<file path="src/rtl/uart_pkg.sv">
// Shared UART receive-path constants: control characters and parser state encoding.
package uart_pkg;

  localparam logic [7:0] CR    = 8'h0D;
  localparam logic [7:0] LF    = 8'h0A;
  localparam logic [7:0] SPACE = 8'h20;
  localparam logic [7:0] BS    = 8'h08;
  localparam logic [7:0] DEL   = 8'h7F;

  typedef enum logic [1:0] {
    IDLE    = 2'd0,
    COLLECT = 2'd1,
    SKIP    = 2'd2,
    HOLD    = 2'd3
  } state_t;

  function automatic logic is_term(input logic [7:0] c);
    return (c == CR) || (c == LF);
  endfunction

endpackage

</file>
<file path="src/rtl/vs_dc_ascii_hex.sv">
// Combinational ASCII-to-hex decoder: HEX_FLG marks 0-9/A-F/a-f, HEX carries the nibble (0 otherwise).
module VS_DC_ASCII_HEX (
  input  logic [7:0] ASCII,
  output logic [3:0] HEX,
  output logic       HEX_FLG
);

  always_comb begin
    HEX     = 4'h0;
    HEX_FLG = 1'b0;
    if (ASCII >= 8'h30 && ASCII <= 8'h39) begin
      HEX     = 4'(ASCII - 8'h30);
      HEX_FLG = 1'b1;
    end else if (ASCII >= 8'h41 && ASCII <= 8'h46) begin
      HEX     = 4'(ASCII - 8'h37);
      HEX_FLG = 1'b1;
    end else if (ASCII >= 8'h61 && ASCII <= 8'h66) begin
      HEX     = 4'(ASCII - 8'h57);
      HEX_FLG = 1'b1;
    end
  end

endmodule

</file>
<file path="src/rtl/uart_hex_word_parser.sv">
// Accumulates MSB-first hex digits into a word, emitted on CR/LF over valid/ready.
// Optional backspace/delete editing enabled by defining HEX_PARSER_BKSP_EN.
module uart_hex_word_parser
  import uart_pkg::*;
#(
  parameter int NIBBLES = 4
) (
  input  logic                 CLK,
  input  logic                 RST,
  input  logic [7:0]           RX_DATA,
  input  logic                 RX_VALID,
  output logic [4*NIBBLES-1:0] WORD,
  output logic                 WORD_VALID,
  input  logic                 WORD_READY,
  output logic [3:0]           DIGITS,
  output logic                 ERR,
  output logic                 DROP
);

  localparam int W = 4 * NIBBLES;

  state_t         state, state_n;
  logic [W-1:0]   acc, acc_n, word_n;
  logic [3:0]     cnt, cnt_n;
  logic           wv_n, err_n, drop_n;
  logic [3:0]     nib;
  logic           is_hex, term, space;

  VS_DC_ASCII_HEX u_dec (
    .ASCII   (RX_DATA),
    .HEX     (nib),
    .HEX_FLG (is_hex)
  );

  assign term  = is_term(RX_DATA);
  assign space = (RX_DATA == SPACE);

`ifdef HEX_PARSER_BKSP_EN
  logic bksp;
  assign bksp = (RX_DATA == BS) || (RX_DATA == DEL);
`endif

  always_ff @(posedge CLK or posedge RST) begin
    if (RST) begin
      state      <= IDLE;
      acc        <= '0;
      cnt        <= '0;
      WORD       <= '0;
      WORD_VALID <= 1'b0;
      ERR        <= 1'b0;
      DROP       <= 1'b0;
    end else begin
      state      <= state_n;
      acc        <= acc_n;
      cnt        <= cnt_n;
      WORD       <= word_n;
      WORD_VALID <= wv_n;
      ERR        <= err_n;
      DROP       <= drop_n;
    end
  end

  always_comb begin
    state_n = state;
    acc_n   = acc;
    cnt_n   = cnt;
    word_n  = WORD;
    wv_n    = WORD_VALID;
    err_n   = 1'b0;
    drop_n  = 1'b0;
    case (state)
      IDLE: if (RX_VALID) begin
        if (is_hex) begin
          acc_n   = W'(nib);
          cnt_n   = 4'd1;
          state_n = COLLECT;
        end else if (term || space) begin
          // blank lines and padding are silently ignored
        end
`ifdef HEX_PARSER_BKSP_EN
        else if (bksp) begin
        end
`endif
        else begin
          err_n   = 1'b1;
          state_n = SKIP;
        end
      end
      COLLECT: if (RX_VALID) begin
        if (is_hex) begin
          if (cnt < 4'(NIBBLES)) begin
            acc_n = W'({acc, nib});
            cnt_n = cnt + 4'd1;
          end else begin
            err_n   = 1'b1;
            state_n = SKIP;
          end
        end else if (space) begin
        end else if (term) begin
          word_n  = acc;
          wv_n    = 1'b1;
          state_n = HOLD;
        end
`ifdef HEX_PARSER_BKSP_EN
        else if (bksp) begin
          acc_n = acc >> 4;
          cnt_n = cnt - 4'd1;
          if (cnt == 4'd1) state_n = IDLE;
        end
`endif
        else begin
          err_n   = 1'b1;
          state_n = SKIP;
        end
      end
      SKIP: if (RX_VALID && term) begin
        acc_n   = '0;
        cnt_n   = '0;
        state_n = IDLE;
      end
      HOLD: begin
        // bytes arriving while a word is pending are lost, even on the accept edge
        drop_n = RX_VALID;
        if (WORD_READY) begin
          wv_n    = 1'b0;
          acc_n   = '0;
          cnt_n   = '0;
          state_n = IDLE;
        end
      end
      default: state_n = IDLE;
    endcase
  end

  assign DIGITS = (state == COLLECT || state == HOLD) ? cnt : 4'd0;

endmodule

</file>
<file path="config.mk">
export PLATFORM = sky130hd
export DESIGN_NAME = uart_hex_word_parser
export DESIGN_NICKNAME = d
export VERILOG_FILES = /design/src/rtl/uart_pkg.sv /design/src/rtl/vs_dc_ascii_hex.sv /design/src/rtl/uart_hex_word_parser.sv
export SDC_FILE = /design/constraint.sdc
export NUM_CORES = 1
export LEC_CHECK = 0
export ABC_AREA = 1
export BUFFER_PORTS_ARGS = -buffer_cell sky130_fd_sc_hd__buf_2
export CORE_MARGIN = 2
export CORE_UTILIZATION = 40
export DETAILED_ROUTE_END_ITERATION = 12
export GPL_ROUTABILITY_DRIVEN = 0
export PLACE_DENSITY = 0.59
export SLEW_MARGIN = 20
export SYNTH_ARGS = -nofsm -noshare
export SYNTH_HDL_FRONTEND = slang
export SYNTH_SLANG_ARGS = --single-unit
</file>
<file path="constraint.sdc">
create_clock -name CLK -period 2.7 [get_ports CLK]
set_clock_uncertainty 0.15 [all_clocks]
set_input_delay 0 -clock CLK [delete_from_list [all_inputs] [get_ports CLK]]
set_output_delay 0 -clock CLK [all_outputs]
set_load 0.03 [all_outputs]
</file>
Word-level counts from Yosys, hierarchy flattened:

Cells that the tools add are included.

* $add $sub $neg: 4
* reductions and logical operators: 13
* bitwise gates (word level): 2
* multiplexer cells: 50
* order comparisons: 7
* equal/unequal tests: 19

Operator list (count)
* $mux 16: 7
* $pmux 16 s4: 1
* $mux 4: 11
* $ne 2x2->1 const B: 10
* $mux 1: 18
* $mux 2: 9
* $eq 8x4->1 const B: 2
* $ge 8x7->1 const B: 2
* $le 8x7->1 const B: 2
* $pmux 4 s4: 1
* $reduce_and 7->1: 2
* $ne 3x3->1 const B: 3
* $eq 8x6->1 const B: 1
* $ge 8x6->1 const B: 1
* $le 8x6->1 const B: 1
* $pmux 2 s4: 1
* $sub 4x3->4 const B: 2
* $reduce_and 6->1: 1
* $reduce_and 5->1: 1
* $add 4x1->4 const B: 1
* $eq 2x2->1 const B: 2
* $logic_and 1x1->1: 4
* $lt 4x3->1 const B: 1
* $pmux 1 s2: 2
* 6 further kinds: 9

* output and inout bits: 23
* register bits: 41
* logic and storage cells: 102

Longest topological paths before layout:

Gate-level depths: netlist (run 1).

* depth after elaboration: 9
* mapped depth: 12
* gate-level depth less buffers: 12

Modules after synthesis:

From an unflattened synthesis (run 1), not the netlist that was laid out.

* cells, all modules: 290
* area total of the unflattened synthesis: 2198.4 um^2

Modules (own cells, without submodules)
* uart_hex_word_parser: area each 2005.7 um^2, times used 1, cells an instance 252
* VS_DC_ASCII_HEX: area each 192.7 um^2, times used 1, cells an instance 38

Worst setup path before layout (run 1):

No wires, ideal clock.

* kind: reg2reg
* from: register state[1]
* to: register acc[15]
* buffers on the path: 2
* path slack: 1.206 ns
* data required time: 2.434 ns
* cell stages (with the launch flop): 9
* period minus slack after synthesis: 1.494 ns
* arrival time: 1.227 ns
* cell sequence: dfrtp_1 buf_6 nor2_2 inv_1 nand2_2 nand2_4 buf_4 nand3_1 nand2_1

* cells in the longest elaborated chain, start to end: 3
* elaborated cells on any way between the ends: 13
* those cells by class: eq/ne (10); mux (1); reduce/logical (2)

Ends and longest elaborated chain
* start: declaration: line uart_hex_word_parser.sv:22 `state_t state, state_n;`
* start signal: assignment: line uart_hex_word_parser.sv:53 `state <= state_n;`
* $eq 2x2->1 (tied with other cells): line uart_hex_word_parser.sv:71 `case (state)`
* $ne 2x2->1 (no line)
* $reduce_and 7->1 (no line)
* end signal: assignment: line uart_hex_word_parser.sv:54 `acc <= acc_n;`
* end: declaration: line uart_hex_word_parser.sv:23 `logic [W-1:0] acc, acc_n, word_n;`

Parallel ways exist; a longest one is shown, timed or not.
A chain may end at the register's enable or synchronous reset.

Worst setup path after layout (run 1):

* from: register state[0]
* to: register acc[12]

The elaborated chain is that of the path after synthesis.

==> results of run 1 <==
-- final cells by class --
class	instances	share of cell area [%]
clock buffers	6	2.85
flip-flops and latches	41	40.3
well taps	72	3.54
clock inverters	2	0.393
inverters	40	5.95
repair buffers	40	8.95
multi-input cells	189	38.0
-- synth_stat cells (all sizes together) (2+ instances only) --
| library cell | count | area (um2) |
|---|---|---|
| ha | 5 | 62.6 |
| nand4 | 2 | 12.5 |
| buf | 10 | 87.6 |
| o21ai | 19 | 95.1 |
| nand2 | 91 | 413 |
| inv | 39 | 146 |
| nor2 | 29 | 138 |
| nand3 | 34 | 193 |
| a21oi | 5 | 25.0 |
| dfrtp | 41 | 1030 |
-- layer usage --
layer  GRT usage [%]  wire length (um)  share of wire [%]  vias to the layer above
li1                -                 -                  -                      943
met1            18.3              1940                 47                      803
met2            26.3              1950                 47                       38
met3            3.07               188                4.6                        5
met4            3.68                37               0.90                        0
met5               0                 0                  0                        -
-- per-stage QoR --
step / utilization [%] / worst slack, ns / std cells / hold WS (ns) / instance area [um2]
final: 46.8 / 0.665 / 390 / 0.0134 / 2540
after global routing: 46.8 / 0.427 / 390 / 0.0545 / 2540
after CTS: 46.8 / 0.649 / 390 / 0.0132 / 2540
after detailed placement: 44.4 / 0.663 / 377 / 0.0148 / 2410
after global placement: 44.4 / 0.747 / 377 / 0.00532 / 2410
after floorplan: - / 1.21 / 281 / -0.0438 / 2240
-- critical path, delay by kind of cell, from the launching register on --
kind | cells | cell delay, ns
AND/OR/NAND/NOR | 6 | 0.76
buffers and inverters | 2 | 0.51
flip-flops | 1 | 0.50
-- placed cells by master (no fill, tap or decap) --
master | Yosys | final
ha_1 | 5 | 5
nand4_1 | 2 | 2
nand3_2 | 2 | 2
inv_2 | 3 | 3
buf_2 | 3 | 34
dfrtp_1 | 41 | 41
o21ai_0 | 6 | 6
dlygate4sd3_1 | 0 | 5
nand2_8 | 1 | 1
nor2_2 | 2 | 2
clkbuf_8 | 0 | 5
clkinv_2 | 1 | 3
a21boi_1 | 1 | 1
nand2_2 | 16 | 16
nand3_1 | 31 | 31
clkbuf_1 | 1 | 1
nor3_1 | 1 | 1
nand2_1 | 72 | 72
nand3_4 | 1 | 1
nor2_8 | 1 | 1
a21oi_1 | 5 | 5
xnor2_1 | 1 | 1
o21ai_1 | 13 | 13
buf_4 | 4 | 1
nor2_1 | 25 | 25
nand2_4 | 2 | 2
nand3b_1 | 1 | 1
nor2_4 | 1 | 1
inv_1 | 36 | 36
-- sequential cells by signal, summed over array words and instances, names as in the netlist --
signal      count
WORD           16
acc            16
cnt             4
state           2
DROP            1
ERR             1
WORD_VALID      1
-- power breakdown --
group / total (mW) / switching (mW) / internal [mW]
combinational: 0.476 / 0.354 / 0.121
sequential: 0.708 / 0.0511 / 0.657
clock: 0.380 / 0.200 / 0.179
total: 1.56 / 0.606 / 0.958
-- logic make-up (layout without fill, tap and decap cells) --
logic type,count (synthesis),after routing
xor+xnor,1,1
buf+inv,51,88
flops,41,41
simple gates,158,158
fa+ha+maj,5,5
compound gates,25,25
-- worst min-delay path by stage --
stage                from       end  slack [ns]  cells after the start
6_report       RX_DATA[0]    acc[0]        0.01                      5
3_3_place_gp          RST  WORD[12]       0.005                      3
5_1_grt        RX_DATA[1]    acc[1]        0.05                      5
4_1_cts        RX_DATA[0]    acc[0]        0.01                      5
3_5_place_dp          RST  WORD[12]        0.01                      3
2_1_floorplan    RX_VALID      DROP       -0.04                      2
-- timing repair --
item | in CTS | in global routing
endpoints found under the hold margin | 46 | 0
gates resized for setup | 0 | 0
hold buffers | 5 | 0
buffers inserted | 0 | 0
==> flow_summary_export.csv, run 1 <==
group,metric,value,unit
status,status,"completed",
logic_synthesis,synth_top_family_by_area,"simple AND/OR/NAND/NOR gates",
clock_network,cts_tree,"yes",
logic_synthesis,syn_nets,298,
worst_setup_path,worstReg2RegEnd,"acc[12]",
flow_run,cap_violations,0,
drt,wl_per_cell,10.6,um
placement,io_buffers,34,
floorplan,die-area,6200,um2
logic_synthesis,ys_warn_count,0,
logic_synthesis,synth_edf_count,0,
clock_network,clock_sinks,41,
sta,period_share,75.4,%
floorplan,die_y,78.8,um
pwr,p_per_area,614,nW/um2
worst_setup_path,rrSetupSlack,0.67,ns
hold_path,hold_path_class,"in2reg",
cells_and_area,final_layout_size_suffix_gt1_share,22.6,%
worst_setup_path,reg2reg_depth,8,
sta,worst_pin_slew,0.583,ns
global_route,grt_overflow,0,
floorplan,dieWidth,78.8,um
worst_setup_path,cpPeakStageDelay,0.50,ns
cells_and_area,area_growth,13.8,%
worst_setup_path,cp-start-kind,"register",
logic_synthesis,netlist_instances,281,
sta,fin_crit,2.03,ns
pwr,ir_worst_vdd,0.000316,V
worst_setup_path,cp-end-kind,"register",
global_route,grt_usage,14.8,%
global_route,grt_pass1_wl,7.36,mm
worst_setup_path,r2r_start,"state[0]",
logic_synthesis,synth_fa_ha_area_share,2.80,%
logic_synthesis,synthSimpleGateAreaFrac,34.4,%
clock_network,htree_levels,2,
floorplan,ioPinCount,35,
drt,drtPass1Iterations,5,
logic_synthesis,synth_ff_type,"dfrtp_1",
drt,dr.first_iter.drc_count,61,
clock_network,clock_path_buffers,2,
pwr,p_leak,1.35,nW
placement,dp_hpwl,2.99,mm
global_route,grt_antenna_before_repair,0,
sta,rsz0062_at_grt,"no",
clock_network,cts_buffers,5,
logic_synthesis,synth-xor-area-share,0.392,%
drt,dr_total_vias,1789,
logic_synthesis,synthDistinctLibCells,29,
cells_and_area,fillers,563,
clock_network,clkLatencyLatePin,0.28,ns
drt,postRouteAntennaNets,0,
worst_setup_path,setup.worst_path.start,"state[0]",
drt,drc_errors,0,
pwr,power,1.56,mW
worst_setup_path,crit_path_cell_trace,"inv_1 -> nor2_2 -> inv_1 -> nand2_2 -> nand2_4 -> nand2_8 -> nand2_1 -> nand2_1",
sta,slew_violations,0,
cells_and_area,final_nets,334,
global_route,grt_pass1_vias,1711,
worst_setup_path,cp.arrival,2.06,ns
logic_synthesis,synth_seq_cells,41,
sta,finalHoldViolCount,0,
worst_setup_path,crit_required,2.72,ns
worst_setup_path,critPathMaxFanout,21,
sta,fmax,492,MHz
sta,slew_headroom,61.1,%
drt,drt-total-wl,4.12,mm
logic_synthesis,seq_area_frac_synth,45.9,%
worst_setup_path,crit_end,"acc[12]",
floorplan,rows,27,
global_route,grt_max_degree,42,
sta,setup_tns,0,ns
logic_synthesis,syn_area_per_cell,7.96,um2
cells_and_area,multiInputGateArea,967,um2
floorplan,start_util,41.1,%
logic_synthesis,synth_compound_area_share,5.71,%
cells_and_area,register_area,1030,um2
clock_network,clk_pin_slew,0.08,ns
logic_synthesis,synth_area,2240,um2
floorplan,core_area,5440,um2
drt,via_per_inst,4.59,
clock_network,cts-root-buf,"clkbuf_8",
sta,setup_viol,0,
cells_and_area,n_antenna_cell,0,
logic_synthesis,synth.area.mux_share,0,%
worst_setup_path,slowest_stage,"dfrtp_1",
worst_setup_path,path_class,"reg2reg",
logic_synthesis,async_flop_share,100,%
No activity file was read; power rests on OpenSTA's default activity.
==> inputs of run 2 (changes only) <==
--- a/config.mk
+++ b/config.mk
@@ -5,13 +5,13 @@
 export SDC_FILE = /design/constraint.sdc
 export NUM_CORES = 1
 export LEC_CHECK = 0
-export ABC_AREA = 1
+export ABC_AREA = 0
 export BUFFER_PORTS_ARGS = -buffer_cell sky130_fd_sc_hd__buf_2
 export CORE_MARGIN = 2
 export CORE_UTILIZATION = 40
 export DETAILED_ROUTE_END_ITERATION = 12
 export GPL_ROUTABILITY_DRIVEN = 0
-export PLACE_DENSITY = 0.59
+export PLACE_DENSITY = 0.62
 export SLEW_MARGIN = 20
 export SYNTH_ARGS = -nofsm -noshare
 export SYNTH_HDL_FRONTEND = slang
==> constraint.sdc (replaced) <==
create_clock -name CLK -period 1.8 [get_ports CLK]
set_clock_uncertainty 0.15 [all_clocks]
set_input_delay 0 -clock CLK [delete_from_list [all_inputs] [get_ports CLK]]
set_output_delay 0 -clock CLK [all_outputs]
set_load 0.03 [all_outputs]
==> run 2 against run 1 <==
Register-to-register slack worse by 0.62 ns. Synthesized cell count is 31% lower. First-iteration DRC count is 39% higher. Wire length is 2.7% lower. Combinational power is 46% higher. Synthesized area is 12% lower. Clock-buffer cell count is 2 higher. Largest cell class unchanged. Highest routed layer unchanged.
==> flow_summary_export.csv, run 2 <==
group,metric,value,unit
clock_network,htree_levels,2,
logic_synthesis,synth.area.mux_share,7.77,%
logic_synthesis,synth_edf_count,0,
worst_setup_path,cpPeakStageDelay,0.42,ns
cells_and_area,layout_commonest_cell,"dfrtp_1",
cells_and_area,final_layout_size_suffix_gt1_share,32.9,%
flow_run,cap_violations,0,
pwr,p_leak,1.24,nW
drt,dr.first_iter.drc_count,85,
logic_synthesis,synth.most_common_cell,"dfrtp_1",
drt,wl_met1,1.93,mm
cells_and_area,fin_area,2530,um2
drt,wl_per_cell,12.6,um
drt,drt-total-wl,4.01,mm
worst_setup_path,path_class,"reg2reg",
sta,period_share,97.4,%
worst_setup_path,rrSetupSlack,0.05,ns
logic_synthesis,netlist_instances,194,
global_route,grt_max_degree,42,
sta,setup_viol,0,
floorplan,dieWidth,74.1,um
global_route,grt_overflow,0,
cells_and_area,n_antenna_cell,0,
logic_synthesis,synth_top_cell_area_share,52.2,%
worst_setup_path,critPathMaxFanout,10,
drt,highest_layer,"met4",
clock_network,cts-root-buf,"clkbuf_8",
logic_synthesis,seq_area_frac_synth,52.2,%
logic_synthesis,synth_common_cells,"dfrtp_1 (41), o21ai_0 (26), inv_1 (19), nand3_1 (19), nand2_1 (14)",
cells_and_area,layout_common_cells,"dfrtp_1 (39), buf_2 (34), o21ai_0 (24), nand3_1 (19), inv_1 (18)",
hold_path,hold_path_class,"in2reg",
logic_synthesis,synth_top_cell_by_area,"dfrtp_1",
sta,slew_headroom,66.1,%
drt,drc_errors,0,
worst_setup_path,worstReg2RegEnd,"acc[2]",
worst_setup_path,r2r_start,"cnt[3]",
logic_synthesis,synth_area,1960,um2
sta,final.setup.worst_slack,0.0474,ns
sta,worst_pin_slew,0.508,ns
logic_synthesis,synth.area.top_cells,"dfrtp_1 (52%), o21ai_0 (6.6%), mux2_2 (5.7%)",
clock_network,cts_tree,"yes",
sta,slew_violations,0,
worst_setup_path,cp-start-kind,"register",
sta,fin_crit,1.75,ns
sta,finalHoldViolCount,0,
logic_synthesis,syn_area_per_cell,10.1,um2
logic_synthesis,ys_warn_count,0,
worst_setup_path,cp-end-kind,"register",
worst_setup_path,cp.depth,5,
sta,fmax,571,MHz
status,status,"completed",
placement,dp_hpwl,2.87,mm
placement,io_buffers,34,
floorplan,ioPinCount,35,
logic_synthesis,synth_seq_cells,41,
clock_network,clock_path_buffers,2,
floorplan,rows,25,
logic_synthesis,synthSimpleGateAreaFrac,17.1,%
logic_synthesis,syn_nets,211,
logic_synthesis,synthDistinctLibCells,35,
worst_setup_path,crit_required,1.82,ns
worst_setup_path,crit_family,"compound AO/OA/AOI/OAI gates",
worst_setup_path,reg2reg_depth,5,
placement,placed_area,2380,um2
floorplan,die_y,74.1,um
global_route,grt_antenna_before_repair,0,
pwr,ir_worst_vdd,0.000525,V
worst_setup_path,path_buf_inv,1,
worst_setup_path,cp.arrival,1.78,ns
cells_and_area,final_nets,268,
global_route,grt_pass1_wl,6.82,mm
drt,drtPass1Iterations,4,
pwr,p_per_area,922,nW/um2
clock_network,clkLatencyLatePin,0.28,ns
pwr,power,2.33,mW
global_route,grt_pass1_vias,1469,
drt,via_per_inst,4.87,
logic_synthesis,synth_top_family_by_area,"simple AND/OR/NAND/NOR gates",
cells_and_area,fin_util,53.6,%
cells_and_area,reg_top3,"WORD (16), acc (16), cnt (4)",
sta,rsz0062_at_grt,"yes",
worst_setup_path,slowest_stage,"dfrtp_1",
clock_network,clk_pin_slew,0.07,ns
logic_synthesis,async_flop_share,100,%
placement,pre_cts_ws,-0.113,ns
cells_and_area,area_growth,28.9,%
floorplan,core_area,4720,um2
global_route,grt_usage,16.2,%
clock_network,cts_buffers,5,
clock_network,clock_sinks,41,
logic_synthesis,synth_compound_area_share,13.9,%
worst_setup_path,setup.worst_path.start,"cnt[3]",
logic_synthesis,synth_ff_type,"dfrtp_1",
logic_synthesis,synth_fa_ha_area_share,3.18,%
worst_setup_path,crit_end,"acc[2]",
logic_synthesis,synth-xor-area-share,0,%
drt,dr_total_vias,1554,
floorplan,die-area,5490,um2
drt,wl_met3,181,um
drt,wl_met2,1.85,mm
drt,postRouteAntennaNets,0,
worst_setup_path,crit_path_cell_trace,"o21a_1 -> a211oi_2 -> a2bb2oi_2 -> buf_12 -> mux2_2",
floorplan,start_util,41.6,%
-- run 2: through the flow --
stage / std cells / hold slack [ns] / setup TNS (ns)
after global placement: 306 / 0.00464 / -0.810
after global routing: 319 / 0.120 / -0.140
after detailed placement: 306 / 0.00382 / -1.45
after CTS: 318 / 0.0644 / 0
after floorplan: 194 / 0.0165 / 0
final: 319 / 0.0688 / 0
-- run 2: worst min-delay path by stage --
stage / start / to / slack (ns) / cells past startpoint
after floorplan: RX_VALID / DROP / 0.02 / 1
after global placement: RST / WORD[14] / 0.005 / 3
after detailed placement: RST / WORD[14] / 0.004 / 3
after CTS: RX_DATA[7] / ERR / 0.06 / 5
after global routing: RX_DATA[3] / ERR / 0.12 / 4
final: RX_DATA[7] / ERR / 0.07 / 5
-- run 2: worst reg2reg max path: cells and delay by family, from the launching register on --
kind / cells / cell delay, ns
compound gates: 3 / 0.59
flops: 1 / 0.42
buf+inv: 1 / 0.16
mux: 1 / 0.34
-- run 2: cell families (layout without fill, tap and decap cells) --
kind of cell               Yosys count  in the layout
AOI/OAI and AO/OA                   45             45
adders and majority gates            5              5
buffers and inverters               28             86
DFF                                 41             41
muxes                               13             13
and+or+nand+nor                     62             62
-- run 2: layer usage --
layer / up-vias / global-route usage (%)
li1: 783 / -
met3: 7 / 3.93
met2: 30 / 24.2
met5: - / 0
met4: 0 / 4.85
met1: 734 / 23.6
-- run 2: layout make-up --
| type | count | area (um2) |
|---|---|---|
| Clock buffer | 8 | 80.1 |
| Fill cell | 430 | 2190 |
| Inverter | 19 | 75.1 |
| Multi-Input combinational cell | 125 | 843 |
| Sequential cell | 41 | 1030 |
| Tap cell | 67 | 83.8 |
| Timing Repair Buffer | 59 | 422 |
-- run 2: power by group --
part           switching (mW)  internal (mW)  leakage (nW)
Sequential             0.0678           1.01         0.562
Combinational           0.366          0.331         0.640
Clock                   0.288          0.275        0.0395
Total                   0.722           1.61          1.24
-- run 2: what timing repair did --
action	CTS	global route
pin swaps	0	2
resized for setup	1	9
hold buffers	4	0
buffers inserted	0	1
endpoints found under the setup margin	5	26
endpoints found under the hold margin	44	0
==> inputs of run 3 (changes only) <==
--- a/config.mk
+++ b/config.mk
@@ -11,7 +11,7 @@
 export CORE_UTILIZATION = 40
 export DETAILED_ROUTE_END_ITERATION = 12
 export GPL_ROUTABILITY_DRIVEN = 0
-export PLACE_DENSITY = 0.62
+export PLACE_DENSITY = 0.59
 export SLEW_MARGIN = 20
 export SYNTH_ARGS = -nofsm -noshare
 export SYNTH_HDL_FRONTEND = slang
==> constraint.sdc (replaced) <==
create_clock -name CLK -period 2 [get_ports CLK]
set_clock_uncertainty 0.15 [all_clocks]
set_input_delay 0 -clock CLK [delete_from_list [all_inputs] [get_ports CLK]]
set_output_delay 0 -clock CLK [all_outputs]
set_load 0.03 [all_outputs]
==> run 3 against run 2 <==
First-iteration DRC count is 5.9% lower. Total power is 16% lower. Design area is 6.0% lower. Clock-buffer cell count stayed put. Utilization is 3.2 points lower.
==> flow_summary_export.csv, run 3 (synthesis results as in run 2) <==
group,metric,value,unit
status,status,"completed",
worst_setup_path,cp-start-kind,"input pin",
worst_setup_path,setup.worst_path.start,"RX_DATA[5]",
global_route,grt_max_degree,42,
clock_network,cts_buffers,5,
placement,io_buffers,34,
sta,setup_tns,0,ns
hold_path,worstHoldPathCells,4,
clock_network,clock_path_buffers,2,
floorplan,start_util,41.6,%
hold_path,hold_path_class,"in2reg",
sta,fin_crit,1.92,ns
drt,wl_met2,1.73,mm
worst_setup_path,cpPeakStageDelay,0.52,ns
cells_and_area,area_growth,21.2,%
cells_and_area,layout_commonest_cell,"dfrtp_1",
pwr,power_frac_comb,24.7,%
pwr,ir_worst_vdd,0.000479,V
drt,drtPass1Iterations,4,
placement,dp_hpwl,2.71,mm
placement,placed_area,2250,um2
drt,dr_total_vias,1507,
worst_setup_path,crit_required,2.03,ns
cells_and_area,reg_top3,"WORD (16), acc (16), cnt (4)",
drt,drc_errors,0,
clock_network,clk_pin_slew,0.07,ns
drt,highest_layer,"met4",
cells_and_area,n_antenna_cell,0,
hold_path,hold_end,"acc[0]",
worst_setup_path,crit_family,"buffers and inverters",
clock_network,clock_sinks,41,
sta,slew_violations,0,
worst_setup_path,worstReg2RegEnd,"acc[3]",
floorplan,die_y,74.1,um
pwr,sw_frac_of_total,31.1,%
floorplan,ioPinCount,35,
global_route,grt_pass1_wl,6.50,mm
worst_setup_path,cp.depth,7,
floorplan,rows,25,
drt,wl_met1,1.96,mm
worst_setup_path,r2r_start,"cnt[2]",
worst_setup_path,reg2reg_depth,5,
drt,drt-total-wl,3.89,mm
clock_network,htree_levels,2,
worst_setup_path,cp-end-kind,"register",
sta,finalHoldViolCount,0,
worst_setup_path,path_buf_inv,3,
worst_setup_path,critPathMaxFanout,33,
global_route,grt_pass1_vias,1393,
cells_and_area,final_nets,256,
pwr,power.share.sequential,49.2,%
sta,setup_viol,0,
pwr,p_sw,607,uW
cells_and_area,final_layout_size_suffix_gt1_share,27.5,%
hold_path,hold_path.startpoint,"RX_DATA[0]",
pwr,p_per_area,820,nW/um2
worst_setup_path,slowest_stage,"dlygate4sd3_1",
floorplan,core_area,4720,um2
worst_setup_path,rrSetupSlack,0.11,ns
clock_network,clkLatencyLatePin,0.29,ns
pwr,p_int,1.35,mW
cells_and_area,layout_common_cells,"dfrtp_1 (41), buf_2 (34), o21ai_0 (26), inv_1 (19), nand3_1 (19)",
pwr,power,1.95,mW
floorplan,dieWidth,74.1,um
sta,whs,0.0625,ns
drt,dr.first_iter.drc_count,80,
drt,postRouteAntennaNets,0,
worst_setup_path,crit_path_cell_trace,"dlygate4sd3_1 -> buf_2 -> nand4bb_1 -> a211oi_1 -> a2bb2oi_2 -> buf_12 -> mux2_2",
drt,wl_met3,162,um
worst_setup_path,cp.arrival,1.95,ns
flow_run,cap_violations,0,
clock_network,cts_tree,"yes",
pwr,p_leak,1.17,nW
cells_and_area,fin_area,2380,um2
sta,slew_headroom,66.5,%
global_route,grt_overflow,0,
global_route,grt_antenna_before_repair,0,
sta,period_share,96.2,%
sta,worst_pin_slew,0.502,ns
global_route,grt_usage,15.5,%
drt,wl_per_cell,12.7,um
clock_network,cts-root-buf,"clkbuf_8",
worst_setup_path,path_class,"in2reg",
floorplan,die-area,5490,um2
drt,via_per_inst,4.91,
pwr,clockPowerShare,26.1,%
sta,fmax,520,MHz
## run 3: worst max-delay path by stage
stage             end  slack [ns]
3_5_place_dp   acc[0]        0.07
6_report       acc[3]        0.08
5_1_grt        acc[2]       -0.01
2_1_floorplan  acc[0]        0.16
4_1_cts        cnt[0]        0.07
3_3_place_gp   acc[1]        0.09
## run 3: power groups by stage
stage | logic, mW | clock network, mW | registers, mW
floorplan | 0.313 | 0 | 1.00
global placement | 0.480 | 0 | 0.975
detailed placement | 0.480 | 0 | 0.977
CTS | 0.486 | 0.525 | 0.961
global route | 0.541 | 0.560 | 0.971
finish | 0.483 | 0.510 | 0.961
## run 3: cell type report
| class | count | area [um2] |
|---|---|---|
| inverters | 19 | 71.3 |
| repair buffers | 47 | 290 |
| well taps | 67 | 83.8 |
| flip-flops and latches | 41 | 1030 |
| multi-input cells | 125 | 830 |
| fillers | 459 | 2340 |
| clock buffers | 8 | 80.1 |
## run 3: per-layer routing
metal	vias to the layer above	global-route usage (%)
li1	759	-
met1	716	21.9
met2	27	23.6
met3	5	3.66
met4	0	4.85
met5	-	0
## run 3: metrics by stage
stage               instances  util [%]  setup WS, ns
finish                    307      50.4        0.0761
floorplan                 194         -         0.165
global route              307      50.4      -0.00954
CTS                       307      50.3        0.0690
detailed placement        295      47.7        0.0667
global placement          295      47.7        0.0937
## run 3: tightest hold or removal path: stages
cell and delay, ns:
buf_2 0.12, nand2_1 0.05, a21oi_1 0.14, mux2_4 0.15
## run 3: timing repair
item | in CTS | in global routing
setup buffers | 0 | 0
hold buffers | 4 | 0
setup endpoints to repair | 0 | 3
endpoints found under the hold margin | 44 | 0
gates resized for setup | 0 | 1
